## src/rtl/cmp_scheduler.sv

```systemverilog
// rtl/cmp_scheduler.sv - round-robin sharing of one comparator between two requesters
module cmp_scheduler #(
    parameter int WIDTH = 16
) (
    input  logic             clk,
    input  logic             rst_n,
    input  logic [1:0]       req_valid,
    output logic [1:0]       req_ready,
    input  logic [WIDTH-1:0] req_a0,
    input  logic [WIDTH-1:0] req_b0,
    input  logic [WIDTH-1:0] req_a1,
    input  logic [WIDTH-1:0] req_b1,
    output logic [1:0]       rsp_valid,
    input  logic [1:0]       rsp_ready,
    output logic             rsp_eq,
    output logic             rsp_gt,
    output logic             rsp_lt,
    output logic [WIDTH-1:0] cmp_a,
    output logic [WIDTH-1:0] cmp_b,
    input  logic             cmp_eq,
    input  logic             cmp_gt,
    input  logic             cmp_lt,
    output logic             busy,
    output logic             proto_err,
    output logic [15:0]      cmp_count
);
    typedef enum logic [1:0] {IDLE, COMPARE, RESPOND} state_t;

    state_t state, state_nxt;
    logic   last_grant;
    logic   owner;
    logic   armed;
    logic   grant;
    logic   accept;
    logic   rsp_done;
    logic   flags_onehot;

    assign flags_onehot = ({cmp_eq, cmp_gt, cmp_lt} == 3'b100) ||
                          ({cmp_eq, cmp_gt, cmp_lt} == 3'b010) ||
                          ({cmp_eq, cmp_gt, cmp_lt} == 3'b001);
    assign busy = (state != IDLE);

    // armed keeps req_ready low until the first edge after reset release
    always_comb begin
        state_nxt = state;
        grant     = 1'b0;
        accept    = 1'b0;
        rsp_done  = 1'b0;
        req_ready = 2'b00;
        rsp_valid = 2'b00;
        case (state)
            IDLE: begin
                if (req_valid == 2'b11) grant = ~last_grant;
                else                    grant = req_valid[1];
                if (armed && (req_valid != 2'b00)) begin
                    req_ready[grant] = 1'b1;
                    accept           = 1'b1;
                    state_nxt        = COMPARE;
                end
            end
            COMPARE: state_nxt = RESPOND;
            RESPOND: begin
                rsp_valid[owner] = 1'b1;
                if (rsp_ready[owner]) begin
                    rsp_done  = 1'b1;
                    state_nxt = IDLE;
                end
            end
            default: state_nxt = IDLE;
        endcase
    end

    always_ff @(posedge clk or negedge rst_n) begin
        if (!rst_n) begin
            state      <= IDLE;
            last_grant <= 1'b1;
            owner      <= 1'b0;
            armed      <= 1'b0;
            cmp_a      <= '0;
            cmp_b      <= '0;
            rsp_eq     <= 1'b0;
            rsp_gt     <= 1'b0;
            rsp_lt     <= 1'b0;
            proto_err  <= 1'b0;
            cmp_count  <= 16'h0000;
        end else begin
            state <= state_nxt;
            armed <= 1'b1;
            if (accept) begin
                cmp_a      <= grant ? req_a1 : req_a0;
                cmp_b      <= grant ? req_b1 : req_b0;
                owner      <= grant;
                last_grant <= grant;
            end
            if (state == COMPARE) begin
                rsp_eq <= cmp_eq;
                rsp_gt <= cmp_gt;
                rsp_lt <= cmp_lt;
                if (!flags_onehot) proto_err <= 1'b1;
            end
            if (rsp_done && (cmp_count != 16'hFFFF)) cmp_count <= cmp_count + 16'h0001;
        end
    end
endmodule

```

## config.mk

```make
export PLATFORM = sky130hd
export DESIGN_NAME = cmp_scheduler
export DESIGN_NICKNAME = d
export VERILOG_FILES = /design/src/rtl/cmp_scheduler.sv
export SDC_FILE = /design/constraint.sdc
export NUM_CORES = 1
export LEC_CHECK = 0
export ABC_AREA = 1
export CAP_MARGIN = 20
export CORE_MARGIN = 1
export CORE_UTILIZATION = 40
export DETAILED_ROUTE_END_ITERATION = 8
export PLACE_DENSITY_LB_ADDON = 0.2
export SETUP_SLACK_MARGIN = 0.02
export SLEW_MARGIN = 20
export SYNTH_ARGS = -nofsm -noshare
export SYNTH_HDL_FRONTEND = slang
export SYNTH_SLANG_ARGS = --single-unit
```

## constraint.sdc

```tcl
create_clock -name clk -period 2.2 [get_ports clk]
set_clock_uncertainty 0.15 [all_clocks]
set_input_delay 0.55 -clock clk [delete_from_list [all_inputs] [get_ports clk]]
set_output_delay 0.55 -clock clk [all_outputs]
set_load 0.03 [all_outputs]
```

==> results.ini, run 1 <==
[final_layout]
post-route-util_pct=65.5
fin_nets=576
area_growth_pct=56.5
fillCellCount=607
num_antenna_cells=0
share_of_layout_cells_above_drive_strength_1_pct=12.4
final-instance-count-excl-fill=603

[clock_tree]
tritoncts=built
htreeDepth=3
cts.clk_slew.worst_paths_ns=0.07
cts.sink_count=57
clock_root_buffer_master=sky130_fd_sc_hd__clkbuf_8
insertion_delay_ns=0.33
cts_inserted_buffers=9
cts.path.max_buffers=2

[pwr]
vdd_ir_drop_max_v=0.000674
power_report.internal_total_uw=3170
power_frac_clock_pct=17.8
finalPower_uw=5570
power_density_normalized_to_cell_area_nw_per_um2=1240
power.net_switching_uw=2390
static-leakage-power_uw=0.00214
sw_ratio_pct=43.0
seqPwrFrac_pct=31.5
pwr-share-comb_pct=50.7

[timing]
setup_repair_after_global_routing_missed_its_margin=no
report.final.hold_viol_count=0
period_share_pct=97.6
fin_hold_ws_ns=0.0359
final.min_clock_period_ns=2.15
final_max_slew_viol_count=0
fin_setup_tns_ns=0
maxClockFrequency_mhz=466
setup_viol=0

[setup_path]
critical_path_cell_count=1
reg2reg_depth=9
timing.critical_path.slowest_stage_cell=sky130_fd_sc_hd__clkdlybuf4s50_1
setup.worst_path.end_class=output port
critical_path.startpoint_type=register
regToRegEndpoint=cmp_count[5]$_DFFE_PN0P_
cp-endpoint=cmp_count[11]
critical_path.max_stage_delay_ns=0.70
cp.arrival_ns=1.45
timing.critical_path.cells=clkdlybuf4s50_1
timing.setup.critical_path_class=register to output port
worst_setup_sp=cmp_count[11]$_DFFE_PN0P_
worstPathBufferInverterCount=1
worst-endpoint-required_ns=1.50
worst-r2r-setup-slack_ns=0.45
regToRegStartpoint=cmp_count[0]$_DFFE_PN0P_
crit_family=buffers and inverters
critPathMaxFanout=5

[die]
placement_rows=30
io_pins=130
initial_core_util_pct=41.9
die_x_um=86.8
die_area_um2=7530
core_region_area_um2=6870
dieHeight_um=86.8

[drt]
vias_per_cell=4.85
drt_first_iter_violations=75
drt_wl_total_um=7870
route.vias.total=2925
antenna_left=0
first_pass_iters=4
detail_route.drc_violations=0
wl_per_cell_um=13.1

[synth]
seq_area_frac_synth_pct=49.7
muxShareOfSynthArea_pct=0
syn_inst_count=362
postSynthAreaPerCell_um2=7.94
yosysTopAreaCellShare_pct=48.7
yosys_warnings=0
synth_compound_gate_area_share_pct=12.9
synth_top_area_cell=sky130_fd_sc_hd__dfrtp_1
synth.lib_cells_used.distinct=27
mappedNetlistArea_um2=2880
largest_family_of_logic_cells_by_synthesized_area=simple AND/OR/NAND/NOR gates
synthesized_area_fraction_occupied_by_xor_and_xnor_cells_pct=1.83
simple_gate_share_of_the_synthesized_area_pct=28.7
synth_fa_ha_area_share_pct=0.435
post_synth_main_area_contributors=sky130_fd_sc_hd__dfrtp_1 49%, sky130_fd_sc_hd__nand2_1 13%, sky130_fd_sc_hd__nor2_1 7.0%
ys_seq_elements=57
synthesis.nets=436

[global_route]
grt_overflow_total=0
antenna_found_initial=0
grt.total_usage_pct=23.3
number_of_global_route_vias_before_repair=2967
grt_first_pass_wirelength_um=13400
grt_start_max_net_pins=34

[outcome]
outcome=finished, final reports clean

[worst_hold_path]
hold_class=primary input to asynchronous set/reset pin

[job]
max-cap-violations=0

[place]
post-place-cells=585
detailedPlacementHpwl_um=5930
buffer_ports.inserted=129
routabilityCongestion=0.828

==> sequential cells by signal, summed over array words and instances (netlist names) <==
register,count
owner,1
cmp_a,16
rsp_lt,1
armed,1
state,2
rsp_gt,1
rsp_eq,1
last_grant,1
cmp_b,16
proto_err,1
cmp_count,16
==> Yosys cell counts <==
master,instances
sky130_fd_sc_hd__a31o_2,1
sky130_fd_sc_hd__buf_2,11
sky130_fd_sc_hd__buf_6,2
sky130_fd_sc_hd__clkbuf_2,1
sky130_fd_sc_hd__conb_1,1
sky130_fd_sc_hd__dfrtp_1,56
sky130_fd_sc_hd__dfstp_2,1
sky130_fd_sc_hd__ha_1,1
sky130_fd_sc_hd__inv_1,20
sky130_fd_sc_hd__inv_2,5
sky130_fd_sc_hd__inv_4,1
sky130_fd_sc_hd__nand2_1,97
sky130_fd_sc_hd__nand2_2,8
sky130_fd_sc_hd__nand2_4,1
sky130_fd_sc_hd__nand3_1,7
sky130_fd_sc_hd__nand3_4,1
sky130_fd_sc_hd__nand4_1,5
sky130_fd_sc_hd__nor2_1,54
sky130_fd_sc_hd__nor2_2,2
sky130_fd_sc_hd__nor2_4,4
sky130_fd_sc_hd__nor3_1,11
sky130_fd_sc_hd__o21ai_0,28
sky130_fd_sc_hd__o21ai_1,22
sky130_fd_sc_hd__o21ai_2,5
sky130_fd_sc_hd__o22ai_1,11
sky130_fd_sc_hd__xnor2_1,1
sky130_fd_sc_hd__xor2_1,5
==> area by class of cell <==
type,count,area (um^2),area share (%)
flip-flops and latches,57,1430,31.7
inverters,26,100,2.22
clock inverters,3,40.0,0.890
well taps,96,120,2.67
clock buffers,13,159,3.53
repair buffers,143,1390,30.8
multi-input cells,265,1270,28.2
==> repair_timing <==
action                                  CTS  global route
buffers inserted                          2             0
endpoints found under the setup margin   11            10
pin swaps                                 1             0
hold buffers                              0             0
gates resized for setup                  12            12
==> per-layer routing <==
metal	share of wire, %	track usage, %	vias to the layer above	wire length [um]
li1	-	-	1453	-
met1	41	26.3	1372	3210
met2	50	39.7	85	3940
met3	6.4	7.14	15	505
met4	2.7	12.0	0	216
met5	0	0	-	0
==> kinds of logic (layout without fill, tap and decap cells) <==
| kind of cell | Yosys count | count (layout) |
|---|---|---|
| flops | 57 | 57 |
| simple gates | 190 | 190 |
| xor+xnor | 6 | 6 |
| fa+ha+maj | 1 | 1 |
| other cells | 1 | 1 |
| compound gates | 67 | 67 |
| buf+inv | 40 | 185 |
==> worst min path at each step <==
stage,start,slack (ns),endpoint,depth (start not counted)
2_1_floorplan,rst_n,0.10,armed$_DFF_PN0_,0
3_3_place_gp,proto_err$_DFFE_PN0P_,0.30,proto_err$_DFFE_PN0P_,1
3_5_place_dp,proto_err$_DFFE_PN0P_,0.31,proto_err$_DFFE_PN0P_,1
4_1_cts,rst_n,0.05,cmp_count[8]$_DFFE_PN0P_,1
5_1_grt,rst_n,0.07,rsp_lt$_DFFE_PN0N_,1
6_report,rst_n,0.04,cmp_count[8]$_DFFE_PN0P_,1
==> cells in the final DEF, fill, tap and decap left out, drive strengths merged, types with 2 or more instances in the layout <==
cell type,n
clkdlybuf4s50,107
nand2,106
nor2,60
dfrtp,56
o21ai,55
inv,26
buf,17
clkbuf,15
nor3,11
o22ai,11
dlygate4sd2,9
dlymetal6s2s,8
nand3,8
nand4,5
xor2,5
clkinv,2
==> through the flow <==
step           cell area [um^2]  setup slack (ns)
2_1_floorplan              2880            0.0346
3_3_place_gp               4280           -0.0463
3_5_place_dp               4280           -0.0892
4_1_cts                    4490            0.0203
5_1_grt                    4500            0.0204
6_report                   4500            0.0525
==> worst reg2reg max path: cells and delay by family (launching register included) <==
kind,cells,cell delay (ns)
fa+ha+maj,1,0.29
flops,1,0.45
buf+inv,2,0.27
simple gates,6,0.54
==> power groups by stage <==
stage	clock, uW	sequential (uW)	combinational (uW)
6_report	993	1750	2820
5_1_grt	1060	1800	3060
4_1_cts	1020	1750	2860
3_5_place_dp	0	1770	2870
3_3_place_gp	0	1750	2840
2_1_floorplan	0	2470	924
No activity file was read; power rests on OpenSTA's default activity.
==> run 2, diff against run 1 <==
- MAX_ROUTING_LAYER: default -> met4
==> run 2 against run 1 <==
Against the previous run: worst hold slack better by 0.00080 ns; sequential cell count is the same; global-route usage is 0.72 points higher; final area about the same; setup slack improved by 0.028 ns; via count rose by 0.82%; critical path depth is the same; wire length is 0.17% higher; first-iteration DRC count up 23%; clock-buffer cell count is the same; largest cell class unchanged; largest power group unchanged.
==> results.ini, run 2 (synthesized netlist as in run 1, its figures left out) <==
[outcome]
outcome=finished, final reports clean

[pwr]
static-leakage-power_uw=0.00215  ; +0.71%
power_density_normalized_to_cell_area_nw_per_um2=1240  ; about the same
vdd_ir_drop_max_v=0.000675  ; +0.13%

[final_layout]
fin_nets=576  ; unchanged
share_of_layout_cells_above_drive_strength_1_pct=12.4  ; unchanged
most_common_cell_after_layout_fill_and_taps_aside=sky130_fd_sc_hd__clkdlybuf4s50_1
final_area_um2=4500  ; about the same
layout_top_registers=cmp_a: 16 flops, cmp_b: 16 flops, cmp_count: 16 flops
mostFrequentLayoutCells=106 x sky130_fd_sc_hd__clkdlybuf4s50_1, 97 x sky130_fd_sc_hd__nand2_1, 56 x sky130_fd_sc_hd__dfrtp_1
area_growth_pct=56.6  ; about the same
post-route-util_pct=65.6  ; about the same
num_antenna_cells=0  ; unchanged

[timing]
worstMarginPinSlew_ns=0.500
setup_repair_after_global_routing_missed_its_margin=no
slew_headroom_pct=66.6
final.min_clock_period_ns=2.12  ; -0.0276 ns
final_max_slew_viol_count=0  ; unchanged
report.final.hold_viol_count=0  ; unchanged
setup_viol=0  ; unchanged
period_share_pct=96.4  ; -1.3 points
maxClockFrequency_mhz=472  ; +1.3%

[place]
buffer_ports.inserted=129  ; unchanged
routabilityCongestion=0.841  ; +1.5%
detailedPlacementHpwl_um=5930  ; unchanged
placed_area_um2=4280  ; unchanged

[global_route]
antenna_found_initial=0  ; unchanged
grt_overflow_total=0  ; unchanged
grt_first_pass_wirelength_um=13400  ; -0.36%
grt_start_max_net_pins=34  ; unchanged
grt.total_usage_pct=24.0  ; +0.72 points
number_of_global_route_vias_before_repair=2974  ; +0.24%

[setup_path]
cp.arrival_ns=1.42  ; -0.03 ns
critPathMaxFanout=4  ; -1
setup.worst_path.end_class=output port
critical_path.max_stage_delay_ns=0.69  ; about the same
timing.critical_path.cells=clkdlybuf4s50_1
timing.setup.critical_path_class=register to output port
crit_family=buffers and inverters
worstPathBufferInverterCount=1  ; unchanged
critical_path.startpoint_type=register
timing.critical_path.slowest_stage_cell=sky130_fd_sc_hd__clkdlybuf4s50_1
worst-endpoint-required_ns=1.50  ; about the same

[drt]
met2_length_um=3980  ; +1.1%
top_layer=met4
antenna_left=0  ; unchanged
vias_per_cell=4.89  ; +0.82%
detail_route.drc_violations=0  ; unchanged
wl_per_cell_um=13.1  ; +0.17%
drt_wl_total_um=7890  ; +0.17%
drt_first_iter_violations=92  ; +23%
route.vias.total=2949  ; +0.82%
first_pass_iters=4  ; unchanged
met3_length_um=422  ; -16%
drt-met1-wl_um=3300  ; +2.6%

[die]
io_pins=130  ; unchanged
dieHeight_um=86.8  ; unchanged
die_x_um=86.8  ; unchanged
die_area_um2=7530  ; unchanged
core_region_area_um2=6870  ; unchanged
initial_core_util_pct=41.9  ; unchanged
placement_rows=30  ; unchanged

[worst_hold_path]
hold_class=primary input to asynchronous set/reset pin

[job]
max-cap-violations=0  ; unchanged

[clock_tree]
htreeDepth=3  ; unchanged
tritoncts=built
cts_inserted_buffers=9  ; unchanged
insertion_delay_ns=0.33  ; about the same
postCtsHoldBufs=0  ; unchanged
cts.path.max_buffers=2  ; unchanged
cts.clk_slew.worst_paths_ns=0.07  ; about the same
cts.sink_count=57  ; unchanged
clock_root_buffer_master=sky130_fd_sc_hd__clkbuf_8

[run 2: final timing paths]
path | start | to | slack (ns) | cells after the start
hold / removal | rst_n | cmp_count[8]$_DFFE_PN0P_ | 0.04 | 1
setup / recovery | cmp_count[4]$_DFFE_PN0P_ | cmp_count[4] | 0.08 | 1
max in group asynchronous | rst_n | cmp_a[14]$_DFFE_PN0P_ | 1.17 | 2
hold reg to reg | proto_err$_DFFE_PN0P_ | proto_err$_DFFE_PN0P_ | 0.31 | 1
min in group clk | proto_err$_DFFE_PN0P_ | proto_err$_DFFE_PN0P_ | 0.31 | 1
setup reg to reg | cmp_count[0]$_DFFE_PN0P_ | cmp_count[5]$_DFFE_PN0P_ | 0.45 | 9
[run 2: where the power goes]
group / switching, uW / internal [uW] / total [uW]
sequential: 292 / 1460 / 1750
combinational: 1690 / 1130 / 2820
clock: 411 / 582 / 994
[run 2: layout make-up]
| type | instances | area (um^2) |
|---|---|---|
| Fill cell | 608 | 2370 |
| Tap cell | 96 | 120 |
| Clock inverter | 3 | 40.0 |
| Timing Repair Buffer | 143 | 1390 |
| Multi-Input combinational cell | 265 | 1270 |
| Clock buffer | 13 | 159 |
| Inverter | 26 | 100 |
| Sequential cell | 57 | 1430 |
[run 2: stage by stage]
stage / hold slack [ns] / TNS [ns] / setup WS, ns / power, uW / std cells
after CTS: 0.0498 / 0 / 0.0203 / 5640 / 603
after detailed placement: 0.305 / -0.150 / -0.0892 / 4640 / 585
final: 0.0367 / 0 / 0.0801 / 5570 / 603
after global routing: 0.0713 / 0 / 0.0319 / 5920 / 603
after floorplan: 0.104 / 0 / 0.0346 / 3400 / 362
after global placement: 0.301 / -0.0637 / -0.0463 / 4590 / 585
[run 2: repair_timing]
item / CTS / global route
pin swaps: 1 / 0
resized for setup: 12 / 13
hold endpoints to repair: 0 / 0
endpoints found under the setup margin: 11 / 11
buffers inserted: 2 / 0
[run 2: worst register-to-register path, delay by kind of cell (launching register included)]
kind / cells / cell delay (ns)
and+or+nand+nor: 6 / 0.54
adders and majority gates: 1 / 0.29
DFF: 1 / 0.45
buffers and inverters: 2 / 0.27
[run 2: routing by layer]
metal	track usage [%]	up-vias
met4	12.0	0
met3	5.71	13
met1	27.3	1391
met5	-	-
li1	-	1452
met2	39.7	93
==> run 3, diff against run 2 <==
--- a/constraint.sdc
+++ b/constraint.sdc
@@ -3,3 +3,3 @@
 set_input_delay 0.55 -clock clk [delete_from_list [all_inputs] [get_ports clk]]
 set_output_delay 0.55 -clock clk [all_outputs]
-set_load 0.03 [all_outputs]
+set_load 0.05 [all_outputs]
==> run 3 against run 2 <==
Against the previous run: final area fell by 0.72%; wire length fell by 0.39%; largest cell class unchanged; highest routed layer unchanged; sequential share of layout area grew 0.23 points; largest power group unchanged; first-iteration DRC count shrank 16%.
==> results.ini, run 3 (synthesized netlist as in run 1, its figures left out) <==
[timing]
report.final.hold_viol_count=0  ; unchanged
slew_headroom_pct=66.8  ; +0.12 points
final.min_clock_period_ns=2.09  ; -0.0285 ns
setup_viol=0  ; unchanged
final_max_slew_viol_count=0  ; unchanged
fin_hold_ws_ns=0.0672  ; +0.0304 ns
period_share_pct=95.1  ; -1.3 points
worstMarginPinSlew_ns=0.498  ; -0.00258 ns
setup_repair_after_global_routing_missed_its_margin=no
maxClockFrequency_mhz=478  ; +1.4%

[final_layout]
share_of_layout_cells_above_drive_strength_1_pct=20.9  ; +8.5 points
area_growth_pct=55.5
layout_top_registers=cmp_a: 16 flops, cmp_b: 16 flops, cmp_count: 16 flops
final-instance-count-excl-fill=607  ; +0.66%
mostFrequentLayoutCells=96 x sky130_fd_sc_hd__nand2_1, 69 x sky130_fd_sc_hd__clkdlybuf4s50_1, 57 x sky130_fd_sc_hd__buf_4
fin_nets=580  ; +0.69%
most_common_cell_after_layout_fill_and_taps_aside=sky130_fd_sc_hd__nand2_1
num_antenna_cells=0  ; unchanged

[drt]
antenna_left=0  ; unchanged
vias_per_cell=4.85  ; -0.93%
first_pass_iters=4  ; unchanged
route.vias.total=2941  ; -0.27%
drt_wl_total_um=7860  ; -0.39%
wl_per_cell_um=12.9  ; -1.0%
drt_first_iter_violations=77  ; -16%
detail_route.drc_violations=0  ; unchanged

[global_route]
antenna_found_initial=0  ; unchanged
number_of_global_route_vias_before_repair=2807  ; -5.6%
grt_overflow_total=0  ; unchanged
global_route.peak_usage_layer=met2
grt_start_max_net_pins=36  ; +5.9%
grt.total_usage_pct=23.2  ; -0.79 points
globalRouteMet1Util_pct=27.0  ; -0.28 points
grt_first_pass_wirelength_um=13100  ; -2.4%
grt.met3_usage_pct=4.67  ; -1.0 points
global_route.usage.met2_pct=36.6  ; -3.0 points

[place]
post-place-cells=585  ; unchanged
buffer_ports.inserted=129  ; unchanged
detailedPlacementHpwl_um=5910  ; -0.45%
routabilityCongestion=0.933  ; +11%

[setup_path]
worst-r2r-setup-slack_ns=0.29  ; -0.16 ns
critical_path.startpoint_type=primary input
setup.worst_path.end_class=output port
timing.setup.critical_path_class=primary input to output port
worst-endpoint-required_ns=1.50  ; about the same
critPathMaxFanout=2  ; -2
cp.arrival_ns=1.39  ; -0.03 ns

[clock_tree]
cts.sink_count=57  ; unchanged
cts.path.max_buffers=2  ; unchanged
htreeDepth=3  ; unchanged
cts.clk_slew.worst_paths_ns=0.07  ; about the same
insertion_delay_ns=0.32  ; about the same
tritoncts=built
clock_root_buffer_master=sky130_fd_sc_hd__clkbuf_8
cts_inserted_buffers=9  ; unchanged
postCtsHoldBufs=0  ; unchanged

[pwr]
vdd_ir_drop_max_v=0.000754  ; +12%
power.net_switching_uw=3020  ; +26%
power_report.internal_total_uw=3070  ; -3.2%
power_frac_clock_pct=15.6  ; -2.3 points
power_density_normalized_to_cell_area_nw_per_um2=1360  ; +10%
static-leakage-power_uw=0.00211  ; -2.0%
pwr-share-comb_pct=55.6  ; +4.9 points
sw_ratio_pct=49.6  ; +6.6 points
seqPwrFrac_pct=28.7  ; -2.8 points

[die]
die_area_um2=7530  ; unchanged
placement_rows=30  ; unchanged
die_x_um=86.8  ; unchanged
dieHeight_um=86.8  ; unchanged
initial_core_util_pct=41.9  ; unchanged
io_pins=130  ; unchanged
core_region_area_um2=6870  ; unchanged

[worst_hold_path]
hold_class=primary input to asynchronous set/reset pin

[outcome]
outcome=finished, final reports clean

[job]
max-cap-violations=0  ; unchanged

run 3: changes by cell type in the layout (fill, tap and decap cells not counted), sizes merged:
cell and change:
buf +45, clkbuf -2, clkdlybuf4s50 -37, dlygate4sd2 +4, dlymetal6s2s -6
run 3: area by class of cell:
cell class                      count  area (um^2)
Clock buffer                       13          149
Clock inverter                      3         40.0
Fill cell                         574         2400
Inverter                           26          100
Multi-Input combinational cell    265         1280
Sequential cell                    57         1430
Tap cell                           96          120
Timing Repair Buffer              147         1360
run 3: per-stage QoR:
| stage | power [uW] | util [%] | setup TNS (ns) | setup WS (ns) | cell area, um^2 |
|---|---|---|---|---|---|
| 2_1_floorplan | 4010 | - | 0 | 0.0299 | 2880 |
| 3_3_place_gp | 5160 | 61.7 | -0.127 | -0.0577 | 4240 |
| 3_5_place_dp | 5210 | 61.7 | -1.16 | -0.107 | 4240 |
| 4_1_cts | 6140 | 65.0 | 0 | 0.0233 | 4460 |
| 5_1_grt | 6440 | 65.1 | 0 | 0.0467 | 4470 |
| 6_report | 6090 | 65.1 | 0 | 0.109 | 4470 |
run 3: worst paths after layout:
path,cells after the start,to,from
worst min-delay path,2,armed$_DFF_PN0_,rst_n
worst min register to register,2,last_grant$_DFFE_PN1P_,last_grant$_DFFE_PN1P_
min in group clk,2,last_grant$_DFFE_PN1P_,last_grant$_DFFE_PN1P_
worst max-delay path,7,req_ready[1],req_valid[0]
max in group asynchronous,2,cmp_count[13]$_DFFE_PN0P_,rst_n
worst max register to register,11,cmp_a[9]$_DFFE_PN0P_,state[1]$_DFFE_PN0P_
run 3: worst max-delay path: stages:
cell and delay [ns]:
sky130_fd_sc_hd__dlygate4sd2_1 0.27, sky130_fd_sc_hd__nand2_1 0.09, sky130_fd_sc_hd__nand2_2 0.08, sky130_fd_sc_hd__nor2_4 0.10
sky130_fd_sc_hd__nand2_2 0.06, sky130_fd_sc_hd__inv_1 0.09, sky130_fd_sc_hd__buf_12 0.14
run 3: power by group through the flow:
stage	Combinational, uW	Sequential [uW]	Clock, uW
2_1_floorplan	972	3040	0
3_3_place_gp	3410	1760	0
3_5_place_dp	3450	1760	0
4_1_cts	3420	1750	972
5_1_grt	3610	1810	1020
6_report	3390	1750	951
run 3: repair_timing:
action / 4_1_cts / 5_1_grt
endpoints found under the setup margin: 13 / 3
gates resized for setup: 15 / 3
setup buffers: 6 / 0
pin swaps: 1 / 0
run 3: metal layers:
layer,vias to the layer above,part of all wire [%],routed length [um]
li1,1455,-,-
met2,102,50,3910
met1,1358,41,3190
met5,-,0,0
met3,26,5.3,415
met4,0,4.3,336
